===== src/rtl/i2c_pkg.sv =====
// Shared I2C definitions: FSM states, R/W encoding and byte size.
// Used by the target receiver and by the master transmitter.
package i2c_pkg;

    typedef enum logic [2:0] {
        IDLE,
        ADDR,
        ADDR_ACK,
        DATA,
        DATA_ACK,
        IGNORE
    } i2c_state_t;

    localparam logic       I2C_RW_WRITE      = 1'b0;
    localparam logic [3:0] I2C_BITS_PER_BYTE = 4'd8;

endpackage


===== src/rtl/i2c_bus_sync.sv =====
// SCL/SDA synchronizer with registered edge and START/STOP flags.
// Ports: i_scl/i_sda raw lines; o_sda sample aligned with the flags;
// o_scl_rise/o_scl_fall/o_start/o_stop one-cycle flags.
module i2c_bus_sync #(
    parameter int SYNC_STAGES = 2
) (
    input  logic clk,
    input  logic rst_n,
    input  logic i_scl,
    input  logic i_sda,
    output logic o_sda,
    output logic o_scl_rise,
    output logic o_scl_fall,
    output logic o_start,
    output logic o_stop
);

    logic [SYNC_STAGES-1:0] r_scl_sync;
    logic [SYNC_STAGES-1:0] r_sda_sync;
    logic                   r_scl_prev;
    logic                   r_sda_prev;
    logic                   r_scl_rise;
    logic                   r_scl_fall;
    logic                   r_start;
    logic                   r_stop;
    logic                   w_scl;
    logic                   w_sda;

    assign w_scl = r_scl_sync[SYNC_STAGES-1];
    assign w_sda = r_sda_sync[SYNC_STAGES-1];

    // Idle bus is high, so the chain resets to 1 to avoid false edges.
    always_ff @(posedge clk or negedge rst_n) begin
        if (!rst_n) begin
            r_scl_sync <= '1;
            r_sda_sync <= '1;
            r_scl_prev <= 1'b1;
            r_sda_prev <= 1'b1;
            r_scl_rise <= 1'b0;
            r_scl_fall <= 1'b0;
            r_start    <= 1'b0;
            r_stop     <= 1'b0;
        end else begin
            r_scl_sync <= {r_scl_sync[SYNC_STAGES-2:0], i_scl};
            r_sda_sync <= {r_sda_sync[SYNC_STAGES-2:0], i_sda};
            r_scl_prev <= w_scl;
            r_sda_prev <= w_sda;
            r_scl_rise <= w_scl & ~r_scl_prev;
            r_scl_fall <= ~w_scl & r_scl_prev;
            r_start    <= w_scl & r_scl_prev & r_sda_prev & ~w_sda;
            r_stop     <= w_scl & r_scl_prev & ~r_sda_prev & w_sda;
        end
    end

    // r_sda_prev holds the SDA sample taken with the edge that set the flags.
    assign o_sda      = r_sda_prev;
    assign o_scl_rise = r_scl_rise;
    assign o_scl_fall = r_scl_fall;
    assign o_start    = r_start;
    assign o_stop     = r_stop;

endmodule


===== src/rtl/i2c_slave_receiver.sv =====
// I2C target write receiver: address match, ACK drive, byte strobe.
// Ports: scl_in/sda_in raw bus, sda_oe open-drain pull, rx_data/rx_valid
// byte output, busy while addressed, start_det/stop_det pulses.
module i2c_slave_receiver
    import i2c_pkg::*;
#(
    parameter logic [6:0] DEV_ADDR    = 7'h42,
    parameter int         SYNC_STAGES = 2
) (
    input  logic       clk,
    input  logic       rst_n,
    input  logic       scl_in,
    input  logic       sda_in,
    output logic       sda_oe,
    output logic [7:0] rx_data,
    output logic       rx_valid,
    output logic       busy,
    output logic       start_det,
    output logic       stop_det
);

    logic       w_sda;
    logic       w_rise;
    logic       w_fall;
    logic       w_start;
    logic       w_stop;
    logic [7:0] w_shift_in;

    i2c_state_t r_state, w_state;
    logic [3:0] r_cnt, w_cnt;
    logic [7:0] r_shift, w_shift;
    logic       r_oe, w_oe;
    logic [7:0] r_rx_data, w_rx_data;
    logic       r_rx_valid, w_rx_valid;
    logic       r_busy, w_busy;
    logic       r_start_det, w_start_det;
    logic       r_stop_det, w_stop_det;

    i2c_bus_sync #(
        .SYNC_STAGES (SYNC_STAGES)
    ) u_sync (
        .clk        (clk),
        .rst_n      (rst_n),
        .i_scl      (scl_in),
        .i_sda      (sda_in),
        .o_sda      (w_sda),
        .o_scl_rise (w_rise),
        .o_scl_fall (w_fall),
        .o_start    (w_start),
        .o_stop     (w_stop)
    );

    assign w_shift_in = {r_shift[6:0], w_sda};

    always_ff @(posedge clk or negedge rst_n) begin
        if (!rst_n) begin
            r_state     <= IDLE;
            r_cnt       <= '0;
            r_shift     <= '0;
            r_oe        <= 1'b0;
            r_rx_data   <= '0;
            r_rx_valid  <= 1'b0;
            r_busy      <= 1'b0;
            r_start_det <= 1'b0;
            r_stop_det  <= 1'b0;
        end else begin
            r_state     <= w_state;
            r_cnt       <= w_cnt;
            r_shift     <= w_shift;
            r_oe        <= w_oe;
            r_rx_data   <= w_rx_data;
            r_rx_valid  <= w_rx_valid;
            r_busy      <= w_busy;
            r_start_det <= w_start_det;
            r_stop_det  <= w_stop_det;
        end
    end

    always_comb begin
        w_state     = r_state;
        w_cnt       = r_cnt;
        w_shift     = r_shift;
        w_oe        = r_oe;
        w_rx_data   = r_rx_data;
        w_rx_valid  = 1'b0;
        w_busy      = r_busy;
        w_start_det = 1'b0;
        w_stop_det  = 1'b0;
        if (w_stop) begin
            w_state    = IDLE;
            w_cnt      = '0;
            w_oe       = 1'b0;
            w_busy     = 1'b0;
            w_stop_det = 1'b1;
        end else if (w_start) begin
            w_state     = ADDR;
            w_cnt       = '0;
            w_shift     = '0;
            w_oe        = 1'b0;
            w_busy      = 1'b0;
            w_start_det = 1'b1;
        end else begin
            unique case (r_state)
                IDLE: ;
                ADDR: begin
                    if (w_rise) begin
                        w_shift = w_shift_in;
                        w_cnt   = r_cnt + 4'd1;
                        if (w_cnt == I2C_BITS_PER_BYTE) begin
                            if (w_shift_in[7:1] == DEV_ADDR &&
                                w_shift_in[0] == I2C_RW_WRITE) begin
                                w_state = ADDR_ACK;
                                w_busy  = 1'b1;
                            end else begin
                                w_state = IGNORE;
                            end
                        end
                    end
                end
                DATA: begin
                    if (w_rise) begin
                        w_shift = w_shift_in;
                        w_cnt   = r_cnt + 4'd1;
                        if (w_cnt == I2C_BITS_PER_BYTE) begin
                            w_rx_data  = w_shift_in;
                            w_rx_valid = 1'b1;
                            w_state    = DATA_ACK;
                        end
                    end
                end
                // First fall (8th) pulls SDA, second fall (9th) releases it.
                ADDR_ACK, DATA_ACK: begin
                    if (w_fall) begin
                        w_oe = ~r_oe;
                        if (r_oe) begin
                            w_state = DATA;
                            w_cnt   = '0;
                        end
                    end
                end
                IGNORE: w_oe = 1'b0;
                default: begin
                    w_state = IDLE;
                    w_oe    = 1'b0;
                end
            endcase
        end
    end

    assign sda_oe    = r_oe;
    assign rx_data   = r_rx_data;
    assign rx_valid  = r_rx_valid;
    assign busy      = r_busy;
    assign start_det = r_start_det;
    assign stop_det  = r_stop_det;

endmodule


===== config.mk =====
export PLATFORM = sky130hd
export DESIGN_NAME = i2c_slave_receiver
export DESIGN_NICKNAME = d
export VERILOG_FILES = /design/src/rtl/i2c_pkg.sv /design/src/rtl/i2c_bus_sync.sv /design/src/rtl/i2c_slave_receiver.sv
export SDC_FILE = /design/constraint.sdc
export NUM_CORES = 1
export LEC_CHECK = 0
export BUFFER_PORTS_ARGS = -buffer_cell sky130_fd_sc_hd__buf_2
export CORE_MARGIN = 5
export CORE_UTILIZATION = 40
export CTS_CLUSTER_DIAMETER = 80
export CTS_CLUSTER_SIZE = 14
export DETAILED_ROUTE_END_ITERATION = 8
export SYNTH_ARGS = -nofsm -noshare
export SYNTH_HDL_FRONTEND = slang
export SYNTH_SLANG_ARGS = --single-unit

===== constraint.sdc =====
create_clock -name clk -period 2.1 [get_ports clk]
set_input_delay 0.42 -clock clk [delete_from_list [all_inputs] [get_ports clk]]
set_output_delay 0.42 -clock clk [all_outputs]
set_load 0.005 [all_outputs]

==> impl_metrics.ini, run 1 <==
[finish]
layout_commonest_cell = dfrtp_1
multi_input_area_um2 = 648
final_layout_size_suffix_gt1_share_pct = 32.2
syn_to_final_growth_pct = 13.0
fillCellCount = 375
fin_util_pct = 46.4
seqCellArea_um2 = 933
mostFrequentLayoutCells = dfrtp_1 (31), buf_2 (16), mux2_4 (8)
n_antenna_cell = 0
design.final.nets = 153

[timing]
slew_headroom_pct = 48.3
finalCriticalPeriod_ns = 1.81
grt_setup_unrepaired = no
timing.hold.ws_ns = 0.211
slew_violations = 0
setup_viol = 0
worstMarginPinSlew_ns = 0.776
setup_tns_ns = 0
finalCritPeriodShare_pct = 86.3
clock-skew-final_ns = 0.00764
hold_viol_final = 0
fmax_mhz = 552

[power_and_ir_drop]
pwr-share-comb_pct = 16.3
clockPowerShare_pct = 28.8
p_seq_share_pct = 54.9
vdd_drop_max_mv = 0.463
p_switching_uw = 527
swShare_pct = 30.0
p_int_uw = 1230
leakagePower_uw = 0.000835
p_total_uw = 1760
p_per_area_nw_per_um2 = 952

[drt]
ant_nets = 0
via_per_inst = 5.30
vias = 1055
drt_pre_antenna_iters = 5
remaining_drc_errors = 0
finalWirelength_mm = 2.99
drtIter0Drc = 35
wl_per_cell_um = 15.0

[synth]
async_flop_share_pct = 100
ys_top_cells_by_area = dfrtp_1 (48%), dfstp_2 (9.7%), mux2_4 (7.4%)
ys.flop_type = dfrtp_1
synth_fp_nets = 133
synth.avg_cell_area_um2 = 12.8
seq_area_frac_synth_pct = 57.2
synth-edff-count = 0
synth-seq-cells = 37
syn-cell-area_um2 = 1630
synthCells = 128
yosys_warnings = 0
netlist.area_leader.share_pct = 47.5
yosys.area.top_type = dfrtp_1
synthDistinctLibCells = 43

[worst_setup_path]
start_kind = flip-flop
path_cells = ha_1, and2_1, a21boi_4, and3_4, mux2_4
cp-end-kind = flip-flop
path_class = flip-flop to flip-flop
worst-r2r-cell-count = 5
cp_data_required_time_ns = 2.27
slowest_delay_ns = 0.43
r2r_slack_ns = 0.29
worstReg2RegStart = r_cnt[0]$_DFFE_PN0P_
r2r_end = rx_data[6]$_DFFE_PN0P_
arrival_ns = 1.98
path_max_fanout = 8
cp_slowest_cell = dfrtp_1

[die]
rows = 23
die_area_um2 = 5460
die_h_um = 73.9
io_pins = 17
start_util_pct = 41.1
design.core.area_um2 = 3970
die_x_um = 73.9

[grt]
track_usage_pct = 12.7
antenna_found_initial = 0
grt.overflow.total = 0
grt_pass1_vias = 1094
grt_max_degree = 38
grt_pass1_wl_mm = 5.24

[flow_run]
maxCapViolations = 0

[cts]
cts_buffer_depth = 2
cts-root-buf = clkbuf_8
cts_sinks = 37
path_clk_slew_ns = 0.08
postCtsSetupBuffers = 0
cts_buffers = 5
cts_tree = yes
clk_latency_ns = 0.28
post_cts_resized = 0
cts_hold_buf = 0
ctsHtreeMaxLevel = 2

[place]
dpl.hpwl_mm = 2.16
place_congestion = 0.771
io_buffers = 16

[status]
outcome = complete, no violations

[min_path]
hp-class = input pin to async pin
[synthesized netlist by cell type, types with 2 or more instances]
cell and instances:
a21boi_1 2, a21oi_1 5, a22o_1 5, a22o_2 2
a31oi_1 4, a32o_1 2, buf_2 4, dfrtp_1 31
dfstp_2 6, inv_1 2, mux2_4 8, nand2_1 5
nand2b_1 3, nand3b_1 4, nor2_1 6, nor2b_1 4
nor3_1 4, nor3b_1 4, o21ai_0 3
[cell families (layout without fill, tap and decap cells)]
logic type,after synthesis,count (layout),synth area share [%]
xor+xnor,1,1,0.536
flops,37,37,57.2
mux,8,8,7.36
fa+ha+maj,2,2,1.38
simple gates,41,41,15.6
compound gates,31,31,14.8
buf+inv,8,29,3.14
[flip-flops by register name, indices dropped and copies added (netlist names)]
register,count
u_sync.o_scl_rise,1
r_shift,7
start_det,1
r_cnt,4
u_sync.r_scl_sync,2
u_sync.r_scl_prev,1
rx_data,8
u_sync.r_sda_sync,2
u_sync.o_start,1
stop_det,1
u_sync.o_stop,1
u_sync.o_scl_fall,1
busy,1
rx_valid,1
r_state,3
sda_oe,1
u_sync.o_sda,1
[final cells by class]
class                      count  share of cell area, %
clock inverter                 1                  0.407
timing repair buffer          18                   5.16
clock buffer                   7                   4.68
tap                           50                   3.39
inverter                       3                  0.611
sequential                    37                   50.6
multi-input combinational     83                   35.1
[worst max-delay path, delay by kind of cell, from the launching register on]
family	cells	cell delay [ns]
simple gates	2	0.48
flops	1	0.43
mux	1	0.32
compound gates	1	0.27
fa+ha+maj	1	0.18
[metrics by stage]
| step | instance area (um2) | worst slack [ns] | std cells |
|---|---|---|---|
| 5_1_grt | 1840 | 0.177 | 199 |
| 6_report | 1840 | 0.287 | 199 |
| 4_1_cts | 1840 | 0.271 | 199 |
| 3_5_place_dp | 1750 | 0.286 | 191 |
| 2_1_floorplan | 1630 | 0.448 | 128 |
| 3_3_place_gp | 1750 | 0.327 | 191 |
[power by group through the flow]
stage,Sequential (uW),Clock (uW),Combinational [uW]
after CTS,965,518,293
after detailed placement,978,0,292
after global routing,991,561,328
after floorplan,902,0,267
after global placement,969,0,280
final,963,506,287
[how the worst max path moves through the flow]
stage	cells past startpoint	startpoint	end	slack, ns
3_5_place_dp	5	r_cnt[0]$_DFFE_PN0P_	rx_data[6]$_DFFE_PN0P_	0.29
5_1_grt	5	r_cnt[0]$_DFFE_PN0P_	rx_data[6]$_DFFE_PN0P_	0.18
6_report	5	r_cnt[0]$_DFFE_PN0P_	rx_data[6]$_DFFE_PN0P_	0.29
3_3_place_gp	5	r_cnt[0]$_DFFE_PN0P_	rx_data[7]$_DFFE_PN0P_	0.33
2_1_floorplan	6	r_cnt[0]$_DFFE_PN0P_	rx_data[0]$_DFFE_PN0P_	0.45
4_1_cts	5	r_cnt[0]$_DFFE_PN0P_	rx_data[6]$_DFFE_PN0P_	0.27
[routing by layer]
| layer | global-route usage [%] | share of wire (%) |
|---|---|---|
| met5 | 0 | 0 |
| met4 | 3.02 | 0.43 |
| met3 | 4.92 | 4.9 |
| met2 | 19.2 | 48 |
| met1 | 17.2 | 47 |
(Power assumes the default switching activity.)
==> inputs of run 2 (changes only) <==
--- a/config.mk
+++ b/config.mk
@@ -6,11 +6,16 @@
 export NUM_CORES = 1
 export LEC_CHECK = 0
 export BUFFER_PORTS_ARGS = -buffer_cell sky130_fd_sc_hd__buf_2
+export CELL_PAD_IN_SITES_DETAIL_PLACEMENT = 1
+export CELL_PAD_IN_SITES_GLOBAL_PLACEMENT = 1
 export CORE_MARGIN = 5
 export CORE_UTILIZATION = 40
+export CTS_BUF_LIST = sky130_fd_sc_hd__clkbuf_4 sky130_fd_sc_hd__clkbuf_8
 export CTS_CLUSTER_DIAMETER = 80
 export CTS_CLUSTER_SIZE = 14
 export DETAILED_ROUTE_END_ITERATION = 8
+export PLACE_DENSITY_LB_ADDON = 0.1
+export REMOVE_ABC_BUFFERS = 1
 export SYNTH_ARGS = -nofsm -noshare
 export SYNTH_HDL_FRONTEND = slang
 export SYNTH_SLANG_ARGS = --single-unit
==> impl_metrics.ini, run 2 (synthesis gave the netlist of run 1 again) <==
[cts]
ctsHtreeMaxLevel = 2
cts_tree = yes
cts_hold_buf = 0
cts_buffers = 5
cts_buffer_depth = 2
path_clk_slew_ns = 0.08
postCtsSetupBuffers = 0
cts_sinks = 37
post_cts_resized = 0
clk_latency_ns = 0.29
cts-root-buf = clkbuf_8

[die]
die_h_um = 73.9
rows = 23
die_area_um2 = 5460
io_pins = 17
design.core.area_um2 = 3970
start_util_pct = 41.1
die_x_um = 73.9

[drt]
remaining_drc_errors = 0
via_per_inst = 5.49
wl_per_cell_um = 16.6
vias = 1104
finalWirelength_mm = 3.33
drtIter0Drc = 51
ant_nets = 0
drt_pre_antenna_iters = 3

[timing]
finalCriticalPeriod_ns = 1.81
fmax_mhz = 553
slew_headroom_pct = 63.2
setup_viol = 0
hold_viol_final = 0
timing.hold.ws_ns = 0.168
slew_violations = 0
clock-skew-final_ns = 0.00851
grt_setup_unrepaired = no
worstMarginPinSlew_ns = 0.550
finalCritPeriodShare_pct = 86.1

[worst_setup_path]
path_max_fanout = 8
path_class = flip-flop to flip-flop
cp-end-kind = flip-flop
arrival_ns = 1.98
cp_data_required_time_ns = 2.27
start_kind = flip-flop

[finish]
n_antenna_cell = 0
final_layout_size_suffix_gt1_share_pct = 33.8
syn_to_final_growth_pct = 15.5
mostFrequentLayoutCells = dfrtp_1 (31), buf_2 (16), mux2_4 (8)
design.final.nets = 155
fin_util_pct = 47.5
fillCellCount = 440
largest_reg_flops = 8
fin_area_um2 = 1890
layout_commonest_cell = dfrtp_1

[power_and_ir_drop]
leakagePower_uw = 0.000857
vdd_drop_max_mv = 0.465
p_per_area_nw_per_um2 = 1010
p_total_uw = 1910

[grt]
grt_max_degree = 38
grt.overflow.total = 0
antenna_found_initial = 0
grt_pass1_vias = 1224
track_usage_pct = 14.3
grt_pass1_wl_mm = 5.91

[flow_run]
maxCapViolations = 0

[min_path]
hp-class = input pin to async pin

[place]
io_buffers = 16
placed_area_um2 = 1770
place_congestion = 0.733
dpl.hpwl_mm = 2.33

[status]
outcome = complete, no violations
## run 2: changes by cell type in the layout (fill, tap and decap cells not counted), sizes merged
| cell | delta |
|---|---|
| clkbuf | -1 |
| bufinv | +1 |
| buf | +2 |
## run 2: worst paths after layout
kind / start / end / slack [ns] / depth (start not counted)
hold / removal: rst_n / u_sync.o_start$_DFF_PN0_ / 0.17 / 2
setup / recovery: r_cnt[0]$_DFFE_PN0P_ / rx_data[3]$_DFFE_PN0P_ / 0.29 / 5
setup reg to reg: r_cnt[0]$_DFFE_PN0P_ / rx_data[3]$_DFFE_PN0P_ / 0.29 / 5
hold reg to reg: u_sync.r_sda_sync[0]$_DFF_PN1_ / u_sync.r_sda_sync[1]$_DFF_PN1_ / 0.36 / 0
min in group clk: scl_in / u_sync.r_scl_sync[0]$_DFF_PN1_ / 0.23 / 1
max in group asynchronous: rst_n / u_sync.r_sda_sync[1]$_DFF_PN1_ / 1.59 / 2
## run 2: cell type report
type	instances	area, um2	share of cell area [%]
Clock buffer	6	82.6	4.38
Clock inverter	2	37.5	1.99
Inverter	3	11.3	0.597
Multi-Input combinational cell	83	648	34.4
Sequential cell	37	933	49.5
Tap cell	50	62.6	3.32
Timing Repair Buffer	20	110	5.84
## run 2: layer usage
metal	vias to the layer above	GRT usage (%)	share of wire [%]
met5	-	0	0
met2	14	22.5	50
met1	569	18.6	45
met3	6	3.83	3.0
li1	515	-	-
met4	0	6.04	1.7
## run 2: power by group
part	internal, uW	leakage [uW]	switching (uW)
clock network	386	0.0000574	253
registers	811	0.000482	135
logic	163	0.000318	162
## run 2: stage by stage
| step | worst slack (ns) | std cells | TNS (ns) |
|---|---|---|---|
| after floorplan | -0.218 | 123 | -1.74 |
| after global routing | 0.196 | 201 | 0 |
| after detailed placement | 0.289 | 193 | 0 |
| after global placement | 0.362 | 193 | 0 |
| after CTS | 0.266 | 201 | 0 |
| final | 0.292 | 201 | 0 |
## run 2: worst max-delay path, cell delays in order, from the launching register on
cell,delay [ns]
dfrtp_1,0.43
ha_1,0.19
and2_1,0.15
a21boi_4,0.27
and3_4,0.33
mux2_4,0.32
==> inputs of run 3 (changes only) <==
--- a/config.mk
+++ b/config.mk
@@ -9,7 +9,7 @@
 export CELL_PAD_IN_SITES_DETAIL_PLACEMENT = 1
 export CELL_PAD_IN_SITES_GLOBAL_PLACEMENT = 1
 export CORE_MARGIN = 5
-export CORE_UTILIZATION = 40
+export CORE_UTILIZATION = 35
 export CTS_BUF_LIST = sky130_fd_sc_hd__clkbuf_4 sky130_fd_sc_hd__clkbuf_8
 export CTS_CLUSTER_DIAMETER = 80
 export CTS_CLUSTER_SIZE = 14
==> constraint.sdc (replaced) <==
create_clock -name clk -period 2.15 [get_ports clk]
set_input_delay 0.43 -clock clk [delete_from_list [all_inputs] [get_ports clk]]
set_output_delay 0.43 -clock clk [all_outputs]
set_load 0.005 [all_outputs]
==> impl_metrics.ini, run 3 (synthesis gave the netlist of run 1 again) <==
[worst_setup_path]
start_kind = flip-flop
path_max_fanout = 8
arrival_ns = 1.97
path_class = flip-flop to flip-flop
cp_data_required_time_ns = 2.32
cp-end-kind = flip-flop

[drt]
ant_nets = 0
finalWirelength_mm = 3.35
via_per_inst = 5.33
remaining_drc_errors = 0
drt_pre_antenna_iters = 4
drtIter0Drc = 59
wl_per_cell_um = 16.6
vias = 1076

[cts]
cts-root-buf = clkbuf_8
cts_hold_buf = 0
path_clk_slew_ns = 0.07
cts_tree = yes
cts_sinks = 37
cts_buffer_depth = 2
post_cts_resized = 0
clk_latency_ns = 0.28
ctsHtreeMaxLevel = 2
cts_buffers = 5
postCtsSetupBuffers = 0

[timing]
slew_headroom_pct = 45.8
slew_violations = 0
fmax_mhz = 554
worstMarginPinSlew_ns = 0.814
finalCriticalPeriod_ns = 1.80
clock-skew-final_ns = 0.00725
hold_viol_final = 0
setup_tns_ns = 0
setup_viol = 0
finalCritPeriodShare_pct = 83.9
grt_setup_unrepaired = no

[grt]
antenna_found_initial = 0
grt_max_degree = 38
grt.overflow.total = 0
grt_pass1_wl_mm = 5.94
grt_pass1_vias = 1176
track_usage_pct = 12.3

[die]
rows = 24
die_area_um2 = 6130
design.core.area_um2 = 4440
die_x_um = 78.3
io_pins = 17
start_util_pct = 36.7
die_h_um = 78.3

[status]
outcome = complete, no violations

[finish]
fin_util_pct = 41.8
layout_commonest_cell = dfrtp_1
n_antenna_cell = 0
syn_to_final_growth_pct = 13.8
fillCellCount = 506
final_layout_size_suffix_gt1_share_pct = 33.3
mostFrequentLayoutCells = dfrtp_1 (31), buf_2 (16), mux2_4 (8)
largest_reg_flops = 8
design.final.nets = 154

[power_and_ir_drop]
p_per_area_nw_per_um2 = 946
leakagePower_uw = 0.000848
vdd_drop_max_mv = 0.462

[place]
io_buffers = 16
place_congestion = 0.741
dpl.hpwl_mm = 2.30

[min_path]
hp-class = input pin to async pin

[flow_run]
maxCapViolations = 0
-- run 3: critical path, cell delays in order, from the launching register on --
cell and delay [ns]:
dfrtp_1 0.43, ha_1 0.18, and2_1 0.15, a21boi_4 0.26, and3_4 0.34, mux2_4 0.32
-- run 3: worst paths after layout --
path,startpoint,to,slack (ns),cells after the start
max,r_cnt[0]$_DFFE_PN0P_,rx_data[1]$_DFFE_PN0P_,0.35,5
min,rst_n,u_sync.o_scl_rise$_DFF_PN0_,0.24,1
min reg2reg,u_sync.r_scl_sync[0]$_DFF_PN1_,u_sync.r_scl_sync[1]$_DFF_PN1_,0.36,0
min in group clk,sda_in,u_sync.r_sda_sync[0]$_DFF_PN1_,0.25,1
max in group asynchronous,rst_n,r_shift[6]$_DFFE_PN0P_,1.39,1
max reg2reg,r_cnt[0]$_DFFE_PN0P_,rx_data[1]$_DFFE_PN0P_,0.35,5
-- run 3: power by group --
group / switching [uW] / total, uW / internal [uW]
sequential: 133 / 925 / 792
combinational: 156 / 313 / 157
clock: 232 / 519 / 287
total: 521 / 1760 / 1240
-- run 3: cell type report --
class / count / area, um2 / area share (%)
Inverter: 3 / 11.3 / 0.606
Tap cell: 52 / 65.1 / 3.50
Clock buffer: 8 / 97.6 / 5.25
Multi-Input combinational cell: 83 / 648 / 34.9
Sequential cell: 37 / 933 / 50.2
Timing Repair Buffer: 19 / 103 / 5.52
-- run 3: stage by stage --
stage | instance area (um2) | instances | hold WS [ns] | setup slack, ns | total power [uW]
6_report | 1860 | 202 | 0.237 | 0.346 | 1760
3_3_place_gp | 1760 | 194 | 0.346 | 0.424 | 1240
5_1_grt | 1860 | 202 | 0.230 | 0.251 | 1880
3_5_place_dp | 1760 | 194 | 0.347 | 0.358 | 1260
4_1_cts | 1860 | 202 | 0.237 | 0.344 | 1790
2_1_floorplan | 1590 | 123 | 0.134 | -0.168 | 1130
-- run 3: metal layers --
layer / wire length, um / vias up / global-route usage, %
met1: 1660 / 544 / 16.8
met3: 108 / 6 / 3.89
met2: 1540 / 13 / 18.8
met5: 0 / - / 0
li1: - / 513 / -
met4: 34 / 0 / 3.15
